File: src/rtl/button_bank.sv
// rtl/button_bank.sv - N-channel push-button synchroniser, debouncer and press/long/repeat classifier
`timescale 1ns/1ps
module button_bank #(
    parameter int NUM_BUTTONS       = 4,
    parameter int DEBOUNCE_CYCLES   = 500000,
    parameter int LONG_PRESS_CYCLES = 50000000,
    parameter int REPEAT_CYCLES     = 10000000,
    parameter bit REPEAT_EN         = 1'b1
) (
    input  logic                   clk,
    input  logic                   reset_b,
    input  logic                   enable,
    input  logic [NUM_BUTTONS-1:0] btn_raw,
    output logic [NUM_BUTTONS-1:0] btn_level,
    output logic [NUM_BUTTONS-1:0] btn_press,
    output logic [NUM_BUTTONS-1:0] btn_release,
    output logic [NUM_BUTTONS-1:0] btn_long,
    output logic [NUM_BUTTONS-1:0] btn_repeat,
    output logic                   any_press
);
    localparam int DCW  = $clog2(DEBOUNCE_CYCLES);
    localparam int HMAX = (LONG_PRESS_CYCLES > REPEAT_CYCLES) ? LONG_PRESS_CYCLES : REPEAT_CYCLES;
    localparam int HCW  = $clog2(HMAX);

    typedef enum logic [1:0] {IDLE, DB_PRESS, HELD, DB_RELEASE} state_t;

    for (genvar i = 0; i < NUM_BUTTONS; i++) begin : g_ch
        logic           sync1_q, sync2_q;
        state_t         state_q, state_d;
        logic [DCW-1:0] dcnt_q, dcnt_d;
        logic [HCW-1:0] hcnt_q, hcnt_d;
        logic           long_done_q, long_done_d;
        logic           level_q, level_d;
        logic           press_q, press_d;
        logic           release_q, release_d;
        logic           long_q, long_d;
        logic           repeat_q, repeat_d;

        always_comb begin
            state_d     = state_q;
            dcnt_d      = dcnt_q;
            hcnt_d      = hcnt_q;
            long_done_d = long_done_q;
            level_d     = level_q;
            press_d     = 1'b0;
            release_d   = 1'b0;
            long_d      = 1'b0;
            repeat_d    = 1'b0;
            if (!enable) begin
                state_d     = IDLE;
                dcnt_d      = '0;
                hcnt_d      = '0;
                long_done_d = 1'b0;
                level_d     = 1'b0;
            end else begin
                case (state_q)
                    IDLE: begin
                        if (sync2_q) begin
                            state_d = DB_PRESS;
                            dcnt_d  = '0;
                        end
                    end
                    DB_PRESS: begin
                        if (!sync2_q) begin
                            state_d = IDLE;
                        end else if (dcnt_q == DCW'(DEBOUNCE_CYCLES - 1)) begin
                            state_d     = HELD;
                            level_d     = 1'b1;
                            press_d     = 1'b1;
                            hcnt_d      = '0;
                            long_done_d = 1'b0;
                        end else begin
                            dcnt_d = dcnt_q + DCW'(1);
                        end
                    end
                    HELD: begin
                        // Hold timing still advances on the edge that leaves for DB_RELEASE.
                        hcnt_d = hcnt_q + HCW'(1);
                        if (!long_done_q) begin
                            if (hcnt_q == HCW'(LONG_PRESS_CYCLES - 1)) begin
                                long_d      = 1'b1;
                                long_done_d = 1'b1;
                                hcnt_d      = '0;
                            end
                        end else if (REPEAT_EN) begin
                            if (hcnt_q == HCW'(REPEAT_CYCLES - 1)) begin
                                repeat_d = 1'b1;
                                hcnt_d   = '0;
                            end
                        end else begin
                            hcnt_d = hcnt_q;
                        end
                        if (!sync2_q) begin
                            state_d = DB_RELEASE;
                            dcnt_d  = '0;
                        end
                    end
                    DB_RELEASE: begin
                        if (sync2_q) begin
                            state_d = HELD;
                        end else if (dcnt_q == DCW'(DEBOUNCE_CYCLES - 1)) begin
                            state_d   = IDLE;
                            level_d   = 1'b0;
                            release_d = 1'b1;
                        end else begin
                            dcnt_d = dcnt_q + DCW'(1);
                        end
                    end
                    default: state_d = IDLE;
                endcase
            end
        end

        always_ff @(posedge clk or negedge reset_b) begin
            if (!reset_b) begin
                sync1_q     <= 1'b0;
                sync2_q     <= 1'b0;
                state_q     <= IDLE;
                dcnt_q      <= '0;
                hcnt_q      <= '0;
                long_done_q <= 1'b0;
                level_q     <= 1'b0;
                press_q     <= 1'b0;
                release_q   <= 1'b0;
                long_q      <= 1'b0;
                repeat_q    <= 1'b0;
            end else begin
                sync1_q     <= btn_raw[i];
                sync2_q     <= sync1_q;
                state_q     <= state_d;
                dcnt_q      <= dcnt_d;
                hcnt_q      <= hcnt_d;
                long_done_q <= long_done_d;
                level_q     <= level_d;
                press_q     <= press_d;
                release_q   <= release_d;
                long_q      <= long_d;
                repeat_q    <= repeat_d;
            end
        end

        assign btn_level[i]   = level_q;
        assign btn_press[i]   = press_q;
        assign btn_release[i] = release_q;
        assign btn_long[i]    = long_q;
        assign btn_repeat[i]  = repeat_q;
    end

    logic any_press_q, any_press_d;

    always_comb begin
        any_press_d = enable && (|btn_press);
    end

    always_ff @(posedge clk or negedge reset_b) begin
        if (!reset_b) begin
            any_press_q <= 1'b0;
        end else begin
            any_press_q <= any_press_d;
        end
    end

    assign any_press = any_press_q;
endmodule

File: config.mk
export PLATFORM = sky130hd
export DESIGN_NAME = button_bank
export DESIGN_NICKNAME = d
export VERILOG_FILES = /design/src/rtl/button_bank.sv
export SDC_FILE = /design/constraint.sdc
export NUM_CORES = 1
export LEC_CHECK = 0
export CELL_PAD_IN_SITES_DETAIL_PLACEMENT = 0
export CELL_PAD_IN_SITES_GLOBAL_PLACEMENT = 2
export CORE_ASPECT_RATIO = 0.8
export CORE_MARGIN = 2
export CORE_UTILIZATION = 43
export DETAILED_ROUTE_END_ITERATION = 12
export GPL_ROUTABILITY_DRIVEN = 0
export HOLD_SLACK_MARGIN = 0.12
export PLACE_DENSITY_LB_ADDON = 0.1
export SLEW_MARGIN = 20
export SYNTH_ARGS = -nofsm -noshare
export SYNTH_HDL_FRONTEND = slang
export SYNTH_SLANG_ARGS = --single-unit
File: constraint.sdc
create_clock -name clk -period 5.1 [get_ports clk]
set_clock_uncertainty 0.1 [all_clocks]
set_input_delay 0.765 -clock clk [delete_from_list [all_inputs] [get_ports clk]]
set_output_delay 0.765 -clock clk [all_outputs]
set_load 0.02 [all_outputs]
# Yosys cells after proc, flatten, opt, wreduce, memory -nomap -nowiden
# Index checks and enable logic that the tools add are counted.
# classes
n_addsub	8
mul	0
div_mod_pow	0
order_cmp	0
n_eq_ne	64
shifts	0
mux	188
bitwise	0
n_reduce_logical	22
# ops
cell	count
two-way mux 26 bit	24
two-way mux 19 bit	24
case mux 19 bit (4 select lines)	4
case mux 26 bit (2 select lines)	4
adder 26 x 1 -> 26 bit (second input constant)	4
equality test 26 x 24 -> 1 bit (second input constant)	4
equality test 26 bit (second input constant)	4
two-way mux 1 bit	92
adder 19 x 1 -> 19 bit (second input constant)	4
equality test 19 bit (second input constant)	4
inequality test 3 bit (second input constant)	24
two-way mux 2 bit	28
inequality test 4 bit (second input constant)	8
case mux 2 bit (4 select lines)	4
AND reduction 4 bit	8
inequality test 3 x 1 -> 1 bit (second input constant)	8
AND reduction 5 bit	4
equality test 2 bit (second input constant)	8
case mux 1 bit (2 select lines)	8
AND reduction 3 bit	4
equality test 2 x 1 -> 1 bit (second input constant)	4
zero test 2 bit	4
OR reduction 4 bit	1
logical AND 1 bit	1
# totals
regBits	221
latchBits	0
mem_bits_rw	0
romBits	0
in_bits	7
output_inout_bits	21
wordCells	327
memories	0

# Depth between registers and ports, before layout
# Gate-level depths: netlist of run 1.
# depth
depth_word	5
ltp_mapped	9
ltp_nobuf	6

# Least setup slack after synthesis of run 1
# Ideal clock, no wire load.
# synth_path
path_kind	reg2reg
start	reg g_ch[2].hcnt_q[7]
end	reg g_ch[2].hcnt_q[17]
arrival_ps	2069
setup_slack_ps	2805
stages_incl_launch_ff	9
period_less_slack_ps	2295
path_cell_list	dfrtp_1 > buf_6 > or4b_4 > nor4_4 > o21ai_2 > and2_4 > buf_6 > buf_8 > a221o_1
# synth_via
elab_chain_len	5
# synth_rtl
element	line_no	rtl
from (decl)	31	logic [HCW-1:0] hcnt_q, hcnt_d;
from (signal assigned)	132	hcnt_q <= hcnt_d;
adder 26 x 1 -> 26 bit (tied with other cells)	78	hcnt_d = hcnt_q + HCW'(1);
two-way mux 26 bit (on tied branches)	80, 86	
two-way mux 26 bit *	79	if (!long_done_q) begin
case mux 26 bit (2 select lines) *	56	case (state_q)
two-way mux 26 bit *	49	if (!enable) begin
# Mark *: on every way between the ends. The rest lies on a longest branch, timed or not.
# A chain may end at the register's enable or synchronous reset.

# Worst setup path in the final report of run 1
# layout_path
start	in enable
end	reg g_ch[2].hcnt_q[23]
# layout_via
elab_chain_len	2
# layout_rtl
element	line_no	rtl
from (decl)	12	input logic enable,
inequality test 3 x 1 -> 1 bit (no line) or inequality test 3 bit (tied branches)	n/a	
AND reduction 3 bit (no line)	n/a	
# Several ways; a longest one is shown, not always the timed one.

==> results.json, run 1 <==
{
  "outcome": "finished, final reports clean",
  "finalHoldViolations": 0,
  "cts_buffer_depth": 3,
  "start_util_pct": 43.68,
  "multi_input_area_mm2": 0.006661,
  "core_mm2": 0.02936,
  "power_w": 0.003984,
  "cp.arrival_ns": 3.35,
  "worstPathRequired_ns": 5.47,
  "internal_power_w": 0.003066,
  "synth_fp_nets": 1415,
  "end_kind": "register",
  "crit_end": "g_ch[2].hcnt_q[23]",
  "wl_per_cell_um": 18.82,
  "cts_tree": "yes",
  "p_switching_w": 0.0009184,
  "swShare_pct": 23.05,
  "synth_cells": 1400,
  "fill_cells": 2835,
  "p_comb_share_pct": 3.9,
  "path_delay_family": "buffers and inverters",
  "grt_pass1_wl_um": 56240,
  "worst-r2r-cell-count": 6,
  "die_h_um": 158.5,
  "synth_top_cell_by_area": "dfrtp_1",
  "overflow": 0,
  "seq_power_share_pct": 45.2,
  "leakagePower_nw": 5.488,
  "setup.worst_path.start_class": "input pin",
  "rsz0062_at_grt": "false",
  "remaining_drc_errors": 0,
  "finalSetupViolCount": 0,
  "finish.instance_area_mm2": 0.01415,
  "rr_endpoint": "g_ch[1].hcnt_q[7]",
  "clk_pin_slew_worst_paths_ns": 0.06,
  "critPathBufInv": 2,
  "synth_ff_type": "dfrtp_1",
  "yosysSeqAreaShare_pct": 43.13,
  "relSlewSlack_pct": 28.42,
  "ant_nets": 0,
  "stdcell_count": 1773,
  "maxCapViolations": 0,
  "drt-total-wl_um": 33380,
  "cp_max_fo": 28,
  "p_clk_share_pct": 50.8,
  "cts_sinks": 221,
  "grt_pass1_vias": 10520,
  "rows": 56,
  "hpwl_um": 21910,
  "tns_ns": 0,
  "crit_path_start": "enable",
  "via_count": 11060,
  "regToRegSetupSlack_ns": 2.24,
  "synthToLayoutAreaGrowth_pct": 10.37,
  "drive_above_1_share_pct": 7.163,
  "synth.distinct_cells": 87,
  "grtUsageTotal_pct": 21.90,
  "h-tree-depth": 1,
  "hold_path.class": "input pin to async pin",
  "fin_crit_ns": 2.977,
  "maxSlewViolCount": 0,
  "cts.hold.buffers_added": 0,
  "worstSetupPathType": "input pin to register",
  "yosysWarningCount": 0,
  "cts_root_buf": "clkbuf_16",
  "critPathMaxStageDelay_ns": 0.69,
  "crit_path_top_delay_cell": "clkdlybuf4s50_1",
  "dp_cells": 1726,
  "p_per_area_mw_per_mm2": 281.5,
  "path_depth": 5,
  "fin_nets": 1392,
  "io_pins": 28,
  "timing.critical_path.cells": "clkdlybuf4s50_1 > inv_2 > a21oi_1 > and2_1 > a221o_1",
  "grt_antenna_before_repair": 0,
  "ys_ff_latch": 221,
  "synth_top_area_share_pct": 43.13,
  "synth-edff-count": 0,
  "syn_area_mm2": 0.01282,
  "tightest_slew_ns": 1.067,
  "ctsResizeCount": 0,
  "numCtsBuffers": 26,
  "antenna_cells": 0,
  "ir_drop_v": 0.0002606,
  "die_area_mm2": 0.03122,
  "synth_area_leaders": "dfrtp_1, nand3_1, nand4_1, nand2_1, nor2_1",
  "postCtsSetupRepairBufs": 0,
  "avgSynthCellArea_um2": 9.159,
  "grt_max_degree": 104,
  "die_x_um": 197.1,
  "viasPerCell": 6.240,
  "drt_iter0_drc": 715,
  "portBuffers": 27,
  "clkLatencyLatePin_ns": 0.55,
  "async_flop_share_pct": 100.0,
  "dr.pass1.iters": 7,
  "max_freq_mhz": 335.9,
  "fin_crit_sh_pct": 58.38,
  "final-seq-area_mm2": 0.005530,
  "placed_area_mm2": 0.01322,
  "rr_startpoint": "g_ch[1].hcnt_q[0]"
}
[per-layer routing]
layer	track usage, %	vias up	share of wire (%)
li1	-	5374	-
met5	0	-	0
met4	4.762	0	1.7
met3	3.177	44	3.8
met1	33.04	5448	52
met2	33.23	197	42
[cells in the mapped netlist (all sizes together) (4+ instances only)]
cell       n
a211o      5
a211oi    11
a21o       8
a21oi     40
a221o     21
a22o       9
a22oi      4
a31oi     41
a32oi      6
a41oi      5
and2      30
and3      42
and4      34
buf       42
clkbuf    57
dfrtp    221
ha         8
inv       33
mux2i      5
nand2    104
nand3    101
nand4     70
nor2      89
nor2b      7
nor3      48
nor3b     15
nor4      40
nor4b     19
nor4bb     6
o2111a     5
o2111ai    4
o211ai    17
o21a      10
o21ai     63
o22a       7
o311a      4
o311ai    21
o31ai     22
or2        8
or3       21
or4       22
or4b       4
xnor2      6
xor2      26
[through the flow]
stage | util [%] | setup WS [ns] | hold WS [ns]
after floorplan | - | 2.805 | 0.2312
after global placement | 45.01 | 1.526 | 0.2333
after detailed placement | 45.04 | 1.567 | 0.2373
after CTS | 48.19 | 2.119 | 0.2017
after global routing | 48.21 | 1.894 | 0.2295
final | 48.21 | 2.123 | 0.1571
[state kept, by name, indices dropped and copies added (netlist names), 4 cells and up]
register / cells
g_ch.dcnt_q: 76
g_ch.hcnt_q: 104
g_ch.level_q: 4
g_ch.long_done_q: 4
g_ch.long_q: 4
g_ch.press_q: 4
g_ch.release_q: 4
g_ch.repeat_q: 4
g_ch.state_q: 8
g_ch.sync1_q: 4
g_ch.sync2_q: 4
[how the worst min path moves through the flow]
| stage | start | endpoint | depth (start not counted) |
|---|---|---|---|
| after global placement | g_ch[0].sync1_q | g_ch[0].sync2_q | 0 |
| final | reset_b | g_ch[1].press_q | 1 |
| after CTS | reset_b | g_ch[1].state_q[1] | 1 |
| after global routing | reset_b | g_ch[2].sync1_q | 1 |
| after floorplan | g_ch[0].sync1_q | g_ch[0].sync2_q | 0 |
| after detailed placement | g_ch[0].sync1_q | g_ch[0].sync2_q | 0 |
[final cells by class]
type / instances / share of cell area, %
Multi-Input combinational cell: 1046 / 47.07
Sequential cell: 221 / 39.08
Clock buffer: 34 / 5.092
Tap cell: 377 / 3.333
Timing Repair Buffer: 49 / 3.112
Clock inverter: 13 / 1.441
Inverter: 33 / 0.8753
[cells in the final DEF, fill, tap and decap left out, types with 15 or more instances in the layout]
| master | synthesis | final |
|---|---|---|
| and3_1 | 40 | 40 |
| nand2_1 | 104 | 104 |
| nand3_1 | 101 | 101 |
| nor3b_1 | 15 | 15 |
| nand4_1 | 69 | 69 |
| a221o_1 | 21 | 21 |
| clkdlybuf4s50_1 | 0 | 26 |
| o21ai_0 | 54 | 54 |
| or3_1 | 21 | 21 |
| clkbuf_16 | 0 | 26 |
| and4_1 | 32 | 32 |
| nor4b_1 | 17 | 17 |
| and2_1 | 29 | 29 |
| a21oi_1 | 40 | 38 |
| inv_1 | 32 | 32 |
| dfrtp_1 | 221 | 221 |
| buf_4 | 23 | 22 |
| nor2_1 | 89 | 88 |
| o211ai_1 | 17 | 17 |
| nor3_1 | 48 | 47 |
| a31oi_1 | 41 | 41 |
| xor2_1 | 26 | 26 |
| nor4_1 | 38 | 38 |
| o31ai_1 | 22 | 21 |
| or4_1 | 21 | 21 |
[cells by family after synthesis]
kind of cell             Yosys count  synth area share (%)
AO/OA/AOI/OAI                    327                 18.31
XOR/XNOR                          32                 2.186
adder cells (fa/ha/maj)            8                0.7807
buffers and inverters            133                 5.142
flip-flops                       221                 43.13
multiplexers                       6                0.4782
AND/OR/NAND/NOR                  673                 29.98
[power by group through the flow]
stage                     Combinational [W]  Clock [W]  Sequential (W)
after floorplan                   0.0000919          0         0.00182
after global placement             0.000160          0         0.00183
after detailed placement           0.000161          0         0.00183
after CTS                          0.000162    0.00208         0.00180
after global routing               0.000178    0.00215         0.00180
final                              0.000157    0.00202         0.00180
[worst reg2reg max path, cell delays in order (launching register included)]
cell	delay [ns]
dfrtp_1	0.39
ha_1	0.19
and3_1	0.33
nand4_1	0.31
a21oi_1	0.65
nor2_1	0.37
a311o_1	0.39
No activity file was read; power rests on OpenSTA's default activity.
==> run 2: changes to the inputs <==
--- a/config.mk
+++ b/config.mk
@@ -9,7 +9,7 @@
 export CELL_PAD_IN_SITES_GLOBAL_PLACEMENT = 2
 export CORE_ASPECT_RATIO = 0.8
 export CORE_MARGIN = 2
-export CORE_UTILIZATION = 43
+export CORE_UTILIZATION = 36
 export DETAILED_ROUTE_END_ITERATION = 12
 export GPL_ROUTABILITY_DRIVEN = 0
 export HOLD_SLACK_MARGIN = 0.12
==> constraint.sdc (replaced) <==
create_clock -name clk -period 2.6 [get_ports clk]
set_clock_uncertainty 0.1 [all_clocks]
set_input_delay 0.39 -clock clk [delete_from_list [all_inputs] [get_ports clk]]
set_output_delay 0.39 -clock clk [all_outputs]
set_load 0.02 [all_outputs]
==> results.json, run 2 (same netlist as run 1, synthesis figures left out) <==
{
  "outcome": "finished, final reports clean",
  "drt-total-wl_um": 35740,
  "core_mm2": 0.03496,
  "antenna_cells": 0,
  "dr.pass1.iters": 5,
  "worstSetupPathType": "register to register",
  "p_per_area_mw_per_mm2": 525.7,
  "h-tree-depth": 1,
  "cts_buffer_depth": 3,
  "largest_reg_flops": 104,
  "fin_nets": 1470,
  "timing.critical_path.cells": "nand4_1 > or4_1 > o32ai_4 > buf_4 > nor4_1 > a311o_1",
  "clk_pin_slew_worst_paths_ns": 0.06,
  "start_util_pct": 36.68,
  "cts_tree": "yes",
  "ant_nets": 0,
  "dp_cells": 1897,
  "finalSetupViolCount": 0,
  "cts_sinks": 221,
  "grt_pass1_vias": 10950,
  "io_pins": 28,
  "multi_input_area_mm2": 0.006655,
  "crit_path_top_delay_cell": "or4_1",
  "numCtsBuffers": 27,
  "rsz0062_at_grt": "false",
  "rr_startpoint": "g_ch[3].hcnt_q[22]",
  "post-place-ws_ns": 0.05487,
  "ir_drop_v": 0.0004260,
  "cts_root_buf": "clkbuf_16",
  "grt_max_degree": 60,
  "tightest_slew_ns": 0.7803,
  "fill_cells": 3510,
  "maxCapViolations": 0,
  "synthToLayoutAreaGrowth_pct": 16.61,
  "remaining_drc_errors": 0,
  "rows": 61,
  "end_kind": "register",
  "finalHoldViolations": 0,
  "fin_crit_sh_pct": 91.99,
  "die_x_um": 215,
  "grt_antenna_before_repair": 0,
  "setup.worst_path.start_class": "register",
  "leakagePower_nw": 5.917,
  "fin_crit_ns": 2.392,
  "critPathMaxStageDelay_ns": 0.57,
  "overflow": 0,
  "max_freq_mhz": 418.1,
  "grtUsageTotal_pct": 19.42,
  "cp.arrival_ns": 2.72,
  "die_h_um": 172.8,
  "drive_above_1_share_pct": 12.02,
  "wl_per_cell_um": 18.38,
  "fin_ws_ns": 0.2081,
  "final-seq-area_mm2": 0.005530,
  "tns_ns": 0,
  "stdcell_count": 1944,
  "min_from": "btn_raw[0]",
  "hold_path.class": "input pin to register",
  "crit_path_start": "g_ch[3].hcnt_q[22]",
  "via_count": 11320,
  "cp_max_fo": 12,
  "viasPerCell": 5.824,
  "layout_common_cells": "dfrtp_1, nand2_1, nand3_1",
  "drt_iter0_drc": 810,
  "die_area_mm2": 0.03715,
  "hpwl_um": 24530,
  "largest_registers": "g_ch.hcnt_q (104), g_ch.dcnt_q (76), g_ch.state_q (8)",
  "relSlewSlack_pct": 47.63,
  "clkLatencyLatePin_ns": 0.55,
  "worstPathRequired_ns": 2.93,
  "grt_pass1_wl_um": 60580,
  "final_common_cell": "dfrtp_1",
  "portBuffers": 27,
  "top_register": "g_ch.hcnt_q",
  "maxSlewViolCount": 0
}
run 2: cell types whose count changed in the layout (fill, tap and decap cells not counted), sizes merged:
cell,change
clkinvlp,+1
inv,+1
clkinv,-1
dlygate4sd3,+1
clkbuf,-1
bufinv,-1
buf,+76
run 2: worst paths after layout:
check | end | slack [ns] | depth (start not counted)
worst max-delay path | g_ch[3].hcnt_q[3] | 0.21 | 6
worst min-delay path | g_ch[0].sync1_q | 0.17 | 1
worst max register to register | g_ch[3].hcnt_q[3] | 0.21 | 6
worst min register to register | g_ch[1].sync2_q | 0.25 | 0
max in group asynchronous | g_ch[0].hcnt_q[9] | 1.37 | 3
min in group asynchronous | g_ch[0].dcnt_q[11] | 0.28 | 2
run 2: critical path, delay by kind of cell (launching register included):
kind / cells / cell delay [ns]
AO/OA/AOI/OAI: 2 / 0.70
flip-flops: 1 / 0.42
buffers and inverters: 1 / 0.26
AND/OR/NAND/NOR: 3 / 0.81
run 2: stage by stage:
stage	power [W]	utilization (%)	hold slack, ns	cell area, um^2
3_3_place_gp	0.003954	40.10	0.2327	14020
6_report	0.007861	42.77	0.1739	14950
5_1_grt	0.008180	42.77	0.1628	14950
3_5_place_dp	0.003956	40.10	0.2380	14020
4_1_cts	0.008013	42.76	0.1425	14950
2_1_floorplan	0.003751	-	-0.005591	12820
run 2: final cells by class:
| type | instances | area share (%) |
|---|---|---|
| flip-flops and latches | 221 | 36.99 |
| repair buffers | 126 | 7.582 |
| clock buffers | 33 | 4.937 |
| clock inverters | 13 | 1.205 |
| multi-input cells | 1046 | 44.51 |
| inverters | 33 | 0.8285 |
| well taps | 472 | 3.950 |
run 2: per-layer routing:
metal  wire [um]  vias up  GRT usage [%]
li1            -     5530              -
met1       19040     5589          30.67
met2       15040      166          28.40
met3        1094       37          2.392
met4         565        0          3.477
met5           0        -              0
run 2: where the power goes:
part | switching [W] | leakage [nW] | internal, W
combinational | 0.000228 | 2.41 | 0.000124
sequential | 0.0000531 | 3.06 | 0.00348
clock | 0.00157 | 0.450 | 0.00241
total | 0.00185 | 5.92 | 0.00601
run 2: what timing repair did:
| action | 4_1_cts | 5_1_grt |
|---|---|---|
| gates resized for setup | 0 | 1 |
| hold buffers | 1 | 0 |
| setup buffers | 0 | 0 |
| endpoints found under the hold margin | 63 | 0 |
| setup endpoints to repair | 0 | 1 |
==> run 3: changes to the inputs <==
--- a/config.mk
+++ b/config.mk
@@ -9,12 +9,13 @@
 export CELL_PAD_IN_SITES_GLOBAL_PLACEMENT = 2
 export CORE_ASPECT_RATIO = 0.8
 export CORE_MARGIN = 2
-export CORE_UTILIZATION = 36
+export CORE_UTILIZATION = 35
 export DETAILED_ROUTE_END_ITERATION = 12
+export DONT_BUFFER_PORTS = 1
 export GPL_ROUTABILITY_DRIVEN = 0
 export HOLD_SLACK_MARGIN = 0.12
 export PLACE_DENSITY_LB_ADDON = 0.1
-export SLEW_MARGIN = 20
+export SLEW_MARGIN = 0
 export SYNTH_ARGS = -nofsm -noshare
 export SYNTH_HDL_FRONTEND = slang
 export SYNTH_SLANG_ARGS = --single-unit
==> results.json, run 3 (same netlist as run 1, synthesis figures left out) <==
{
  "outcome": "finished with violations",
  "failed_checks": "negative hold slack",
  "finalSetupViolCount": 0,
  "ir_drop_v": 0.0004308,
  "top_register": "g_ch.hcnt_q",
  "grtUsageTotal_pct": 19.10,
  "critPathBufInv": 2,
  "io_pins": 28,
  "maxSlewViolCount": 0,
  "cts.hold.buffers_added": 14,
  "finalHoldViolations": 221,
  "end_kind": "register",
  "rsz0062_at_grt": "false",
  "core_mm2": 0.03599,
  "dp_cells": 1881,
  "portBuffers": 0,
  "antenna_cells": 0,
  "stdcell_count": 1941,
  "rows": 62,
  "timing.critical_path.cells": "nor4bb_1 > and4_1 > buf_4 > nand3_1 > o211ai_1 > dlygate4sd3_1 > o31ai_1",
  "max_freq_mhz": 400.9,
  "postCtsSetupRepairBufs": 0,
  "via_count": 11240,
  "fill_cells": 3584,
  "drive_above_1_share_pct": 12.18,
  "maxCapViolations": 0,
  "hold_ws_ns": -0.5632,
  "largest_registers": "g_ch.hcnt_q (104), g_ch.dcnt_q (76), g_ch.state_q (8)",
  "numCtsBuffers": 26,
  "grt_antenna_before_repair": 0,
  "h-tree-depth": 1,
  "final_common_cell": "dfrtp_1",
  "grt_pass1_wl_um": 60240,
  "cts_root_buf": "clkbuf_16",
  "wl_per_cell_um": 18.38,
  "cp.arrival_ns": 2.80,
  "worstSetupPathType": "register to register",
  "hpwl_um": 23560,
  "drt_iter0_drc": 991,
  "crit_path_top_delay_cell": "dlygate4sd3_1",
  "overflow": 0,
  "tns_ns": 0,
  "p_per_area_mw_per_mm2": 503.7,
  "die_x_um": 218.0,
  "relSlewSlack_pct": 45.35,
  "grt_pass1_vias": 10890,
  "tightest_slew_ns": 0.8142,
  "ant_nets": 0,
  "cp_max_fo": 8,
  "largest_reg_flops": 104,
  "worstPathRequired_ns": 2.91,
  "fin_nets": 1458,
  "dr.pass1.iters": 7,
  "die_h_um": 175.2,
  "fin_crit_ns": 2.494,
  "layout_common_cells": "dfrtp_1, nand2_1, nand3_1",
  "regToRegSetupSlack_ns": 0.11,
  "grt_max_degree": 222,
  "drt-total-wl_um": 35670,
  "path_delay_family": "simple AND/OR/NAND/NOR gates",
  "hold_path.class": "input pin to async pin",
  "clk_pin_slew_worst_paths_ns": 0.06,
  "remaining_drc_errors": 0,
  "viasPerCell": 5.789,
  "synthToLayoutAreaGrowth_pct": 14.81,
  "cts_tree": "yes",
  "cts_sinks": 221,
  "clkLatencyLatePin_ns": 0.54,
  "die_area_mm2": 0.03819,
  "setup.worst_path.start_class": "register",
  "fin_crit_sh_pct": 95.93,
  "start_util_pct": 35.62,
  "cts_buffer_depth": 3,
  "leakagePower_nw": 5.835,
  "critPathMaxStageDelay_ns": 0.57
}
## run 3: changes by cell type in the layout (fill, tap and decap cells not counted), moves of 5 or more
cell and delta:
clkdlybuf4s50_1 -26, dlygate4sd3_1 +13, buf_4 +8, clkbuf_1 +6
buf_12 -5, clkbuf_8 +5
## run 3: repair_timing
item	in CTS	in global routing
resized for setup	0	6
hold endpoints to repair	249	221
endpoints found under the setup margin	0	7
## run 3: metal layers
metal  vias up  part of all wire [%]  track usage [%]  wire [um]
li1       5503                     -                -          -
met1      5520                    53            30.26      18800
met2       170                    42            27.55      15040
met3        44                   3.6            2.541       1273
met4         0                   1.6            3.458        553
met5         -                     0                0          0
## run 3: layout make-up
| cell class | count | area [um^2] | share of cell area (%) |
|---|---|---|---|
| clock buffer | 44 | 829.5 | 5.635 |
| clock inverter | 2 | 10.01 | 0.06799 |
| inverter | 33 | 123.9 | 0.8414 |
| multi-input combinational | 1046 | 6679 | 45.37 |
| sequential | 221 | 5530 | 37.57 |
| tap | 480 | 600.6 | 4.080 |
| timing repair buffer | 115 | 948.4 | 6.442 |
## run 3: worst paths after layout
kind                       depth (start not counted)              start                 end
setup / recovery                                   7  g_ch[1].dcnt_q[9]     g_ch[1].level_q
hold / removal                                     0            reset_b  g_ch[0].dcnt_q[11]
setup reg to reg                                   7  g_ch[1].dcnt_q[9]     g_ch[1].level_q
hold reg to reg                                    0    g_ch[0].sync1_q     g_ch[0].sync2_q
max in group asynchronous                          0            reset_b  g_ch[2].hcnt_q[14]
min in group clk                                   3             enable  g_ch[2].dcnt_q[13]
## run 3: metrics by stage
step	worst slack, ns	area [um^2]	util (%)	power [W]	hold slack [ns]
floorplan	0.3051	12820	-	0.003751	-0.005591
global placement	0.2080	13710	38.09	0.003828	0.0008024
detailed placement	0.1564	13710	38.09	0.003827	0.002152
CTS	0.07161	14690	40.82	0.007541	-0.5863
global route	0.009203	14720	40.90	0.007723	-0.5881
finish	0.1058	14720	40.90	0.007416	-0.5632
## run 3: worst register-to-register path, delay by kind of cell, from the launching register on
family / cells / cell delay [ns]
AOI/OAI and AO/OA: 2 / 0.26
buffers and inverters: 2 / 0.74
DFF: 1 / 0.46
and+or+nand+nor: 3 / 0.80
## run 3: where the power goes
part / switching [W] / internal, W / total (W)
clock: 0.00149 / 0.00215 / 0.00363
combinational: 0.000141 / 0.0000970 / 0.000238
sequential: 0.0000658 / 0.00348 / 0.00354
total: 0.00169 / 0.00572 / 0.00742
